$ cat config.mk
export PLATFORM = sky130hd
export DESIGN_NAME = alu_issue_unit
export DESIGN_NICKNAME = d
export VERILOG_FILES = /design/src/rtl/alu_issue_unit.sv
export SDC_FILE = /design/constraint.sdc
export NUM_CORES = 1
export LEC_CHECK = 0
export CORE_ASPECT_RATIO = 1.75
export CORE_UTILIZATION = 30
export CTS_BUF_LIST = sky130_fd_sc_hd__clkbuf_8
export CTS_CLUSTER_SIZE = 28
export DETAILED_ROUTE_END_ITERATION = 16
export PLACE_DENSITY = 0.57
export SLEW_MARGIN = 20
export SYNTH_ARGS = -nofsm -noshare
export SYNTH_HDL_FRONTEND = slang
export SYNTH_SLANG_ARGS = --single-unit
export TNS_END_PERCENT = 1
$ cat constraint.sdc
create_clock -name clock -period 2.65 [get_ports clock]
set_input_delay 0.53 -clock clock [delete_from_list [all_inputs] [get_ports clock]]
set_output_delay 0.53 -clock clock [all_outputs]
set_load 0.02 [all_outputs]
$ cat src/rtl/alu_issue_unit.sv
// Command-driven issue/writeback front end for the combinational ALU.
// Holds the register file and architectural flags; one command in flight at a time.
//
// state | meaning
// IDLE  | ready for a command; latches it on cmd_valid
// EXEC  | ALU inputs driven from latched sources; result/flags sampled at end of cycle
// WB    | result (or immediate) written to rd, flags updated for ALU ops, rsp_valid high
module alu_issue_unit #(
  parameter int DATA_W = 8,
  parameter int FLAG_W = 4,
  parameter int OP_W   = 3,
  parameter int NREG   = 4,
  parameter int RIDX_W = $clog2(NREG)
) (
  input  logic              clock,
  input  logic              reset,
  input  logic              cmd_valid,
  output logic              cmd_ready,
  input  logic              cmd_load,
  input  logic [OP_W-1:0]   cmd_op,
  input  logic [RIDX_W-1:0] cmd_rd,
  input  logic [RIDX_W-1:0] cmd_ra,
  input  logic [RIDX_W-1:0] cmd_rb,
  input  logic [DATA_W-1:0] cmd_imm,
  output logic [DATA_W-1:0] alu_a,
  output logic [DATA_W-1:0] alu_b,
  output logic [FLAG_W-1:0] alu_flags_in,
  output logic [OP_W-1:0]   alu_operation,
  input  logic [DATA_W-1:0] alu_z,
  input  logic [FLAG_W-1:0] alu_flags_out,
  output logic              rsp_valid,
  output logic [DATA_W-1:0] rsp_data,
  output logic [FLAG_W-1:0] rsp_flags,
  output logic [FLAG_W-1:0] flags
);

  typedef enum logic [1:0] {
    S_IDLE = 2'd0,
    S_EXEC = 2'd1,
    S_WB   = 2'd2
  } state_t;

  state_t state, state_nxt;

  logic              c_load;
  logic [OP_W-1:0]   c_op;
  logic [RIDX_W-1:0] c_rd;
  logic [RIDX_W-1:0] c_ra;
  logic [RIDX_W-1:0] c_rb;
  logic [DATA_W-1:0] c_imm;

  logic [DATA_W-1:0] res_z;
  logic [FLAG_W-1:0] res_flags;

  logic [DATA_W-1:0] rf [NREG];
  logic [FLAG_W-1:0] flags_q;

  logic              accept;
  logic [DATA_W-1:0] wb_data;
  logic [FLAG_W-1:0] wb_flags;

  always_ff @(posedge clock) begin
    if (reset) begin
      state <= S_IDLE;
    end else begin
      state <= state_nxt;
    end
  end

  always_comb begin
    state_nxt = state;
    case (state)
      S_IDLE: begin
        if (cmd_valid) begin
          state_nxt = cmd_load ? S_WB : S_EXEC;
        end
      end
      S_EXEC:  state_nxt = S_WB;
      S_WB:    state_nxt = S_IDLE;
      default: state_nxt = S_IDLE;
    endcase
  end

  // Loads bypass the ALU and keep the current flags.
  always_comb begin
    cmd_ready     = (state == S_IDLE) && !reset;
    rsp_valid     = (state == S_WB);
    wb_data       = c_load ? c_imm : res_z;
    wb_flags      = c_load ? flags_q : res_flags;
    rsp_data      = wb_data;
    rsp_flags     = wb_flags;
    alu_a         = rf[c_ra];
    alu_b         = rf[c_rb];
    alu_flags_in  = flags_q;
    alu_operation = c_op;
    flags         = flags_q;
  end

  assign accept = cmd_valid && cmd_ready;

  always_ff @(posedge clock) begin
    if (reset) begin
      c_load    <= 1'b0;
      c_op      <= '0;
      c_rd      <= '0;
      c_ra      <= '0;
      c_rb      <= '0;
      c_imm     <= '0;
      res_z     <= '0;
      res_flags <= '0;
      flags_q   <= '0;
      for (int i = 0; i < NREG; i++) begin
        rf[i] <= '0;
      end
    end else begin
      if (accept) begin
        c_load <= cmd_load;
        c_op   <= cmd_op;
        c_rd   <= cmd_rd;
        c_ra   <= cmd_ra;
        c_rb   <= cmd_rb;
        c_imm  <= cmd_imm;
      end
      if (state == S_EXEC) begin
        res_z     <= alu_z;
        res_flags <= alu_flags_out;
      end
      // Write commits at the end of WB, so a command accepted next sees it in EXEC.
      if (state == S_WB) begin
        rf[c_rd] <= wb_data;
        flags_q  <= wb_flags;
      end
    end
  end

endmodule

==> impl_metrics.toml <==
[synthesis]
syn_inst = 279
synthTopCellsByArea = "edfxtp_1 (31%), dfxtp_1 (26%), mux4_2 (12%)"
synth_top_area_share_pct = 31.1
ys_seq_elements = 72
synth_nets = 312
syn_area_per_cell_um2 = 11.1
ys_types = 25
yosys_warnings = 0
synth_top_cell_by_area = "edfxtp_1"
yosysSeqAreaShare_pct = 57.0
syn_area_mm2 = 0.00309

[timing]
relSlewSlack_pct = 67.3
fin_skew_ns = 0.00746
postLayoutSetupSlackWorst_ns = 0.186
setup_violations = 0
rsz0062_at_grt = "false"
final_max_slew_viol_count = 0
min_period_ns = 2.46
tns_ns = 0
period_share_pct = 93.0
hold_viol = 0
fmax_ghz = 0.406
worst_pin_slew_ns = 0.490

[power_and_ir_drop]
p_clk_share_pct = 36.8
ir_worst_vdd_v = 0.000465
p_seq_share_pct = 50.3
leakagePower_nw = 1.50
p_int_mw = 1.88
switchingPower_uw = 556
p_comb_share_pct = 12.8
sw_frac_of_total_pct = 22.8
powerDensity_mw_per_mm2 = 576

[die]
row_count = 48
initial_core_util_pct = 31.2
die-area_mm2 = 0.0107
core_mm2 = 0.00991
ioPinCount = 74
chipWidth_um = 78.7
die_h_um = 136

[min_path]
min_path_type = "flip-flop to flip-flop"
hold_start = "c_imm[6]"
hold_end = "c_imm[6]"
min_path_cells = 2

[critical_path]
r2r-start = "state[1]"
rrSetupSlack_ns = 0.73
endpoint_kind = "output pin"
cp_data_required_time_ns = 2.12
critical_path_class = "flip-flop to output pin"
rr_endpoint = "rf[2][2]"
critical_path_arrival_ns = 1.93
path_cells = "buf_4 -> mux4_2 -> clkdlybuf4s50_1"
reg2reg_depth = 3
slowest_delay_ns = 0.56
critPathLaunchType = "flip-flop"
cp_max_fo = 8
crit_slowest_cell = "clkdlybuf4s50_1"

[clock_network]
cts_tree = "done"
clk_pin_slew_ns = 0.07
cts_buffers = 9
insertion_delay_ns = 0.35
cts_sinks = 72
root_buffer = "clkbuf_8"
holdBufCountCts = 0
cts_buffer_depth = 2
h-tree-depth = 3

[routing]
drt_iter0_drc = 117
via_per_inst = 4.54
drtAntennaViolNets = 0
first_pass_iters = 6
drc = 0
vias = 2223
wire_per_inst_um = 14.6
drt_wl_total_um = 7150

[cells_and_area]
antennaDiodeCount = 0
nNetsFinal = 393
final_common_cell = "clkdlybuf4s50_1"
postLayoutCoreUtil_pct = 42.8
final_cell_mix = "clkdlybuf4s50_1 (73), nand2_1 (60), dfxtp_1 (39)"
fin_cells = 490
layout-drive-gt1-share_pct = 17.8
area_delta_synth_final_pct = 37.1

[grt]
grt_pass1_vias = 2226
grtUsageTotal_pct = 14.5
gr-total-overflow = 0
grt_max_degree = 20
grt_pass1_wl_um = 11400
antenna_found_initial = 0

[placement]
port_buffers = 73
dp_slack_ns = 0.157
hpwl_um = 5570
dp_cells = 474
place_congestion = 0.756

[run]
drv_cap = 0

[outcome]
outcome = "complete, no violations"
## flip-flops by register name, indices dropped and copies added, names as in the netlist, named ones only
register       count
res_flags          4
c_imm              8
c_ra               2
alu_flags_in       4
alu_operation      3
rf                32
res_z              8
c_rd               2
state              2
c_rb               2
c_load             1
## cells by family after synthesis
| group | after synthesis | share of synthesized area [%] |
|---|---|---|
| multiplexers | 32 | 17.0 |
| AO/OA/AOI/OAI | 32 | 5.31 |
| buffers and inverters | 31 | 4.78 |
| flip-flops | 72 | 57.0 |
| AND/OR/NAND/NOR | 112 | 15.9 |
## power by group through the flow
stage | combinational (mW) | sequential (mW) | clock (mW)
final | 0.313 | 1.23 | 0.899
after global routing | 0.338 | 1.23 | 0.969
after CTS | 0.319 | 1.23 | 0.920
after detailed placement | 0.318 | 1.25 | 0
after global placement | 0.316 | 1.25 | 0
after floorplan | 0.165 | 1.24 | 0
## repair_timing
action,CTS,global route
buffers inserted,0,0
resized for setup,0,1
endpoints found under the setup margin,0,1
## final cells by class
| cell class | count | area, um^2 |
|---|---|---|
| fillers | 1004 | 5670 |
| flip-flops and latches | 72 | 1760 |
| inverters | 8 | 30.0 |
| multi-input cells | 176 | 1190 |
| repair buffers | 93 | 893 |
| clock inverters | 7 | 81.3 |
| well taps | 125 | 156 |
| clock buffers | 9 | 124 |
## how the worst max path moves through the flow
stage | start | endpoint | depth (start not counted)
final | flip-flop | alu_a[2] | 3
after global routing | flip-flop | alu_a[7] | 3
after CTS | c_load | rsp_data[3] | 5
after detailed placement | reset | rf[2][1] | 4
after global placement | reset | cmd_ready | 3
after floorplan | reset | rf[2][0] | 6
## per-stage QoR
stage	total power, mW	hold WS (ns)	cell area, um^2
final	2.44	0.453	4240
after global routing	2.54	0.478	4240
after CTS	2.47	0.456	4240
after detailed placement	1.57	0.447	4030
after global placement	1.57	0.442	4030
after floorplan	1.41	0.434	3090
## Yosys cell counts (all sizes together)
cell type and count:
dfxtp 40, nand3 1, nor4b 1, edfxtp 32, nor3 2, or3b 2
nand2b 4, clkbuf 9, nor2b 1, mux2i 12, a21oi 31, mux2 4
nand2 60, or4b 1, a31o 1, mux4 16, or3 1, and2b 1
buf 14, inv 8, nor2 38
## layer usage
metal / GRT usage (%) / share of wire [%] / vias up
li1: - / - / 1118
met1: 13.8 / 34 / 1044
met2: 28.7 / 61 / 49
met3: 2.28 / 2.8 / 12
met4: 7.72 / 2.3 / 0
met5: 0 / 0 / -
## critical path, delay by kind of cell, from the launching register on
kind,cells,cell delay (ns)
DFF,1,0.31
muxes,1,0.52
buffers and inverters,2,0.76
Power figures use the tool's default switching activity.
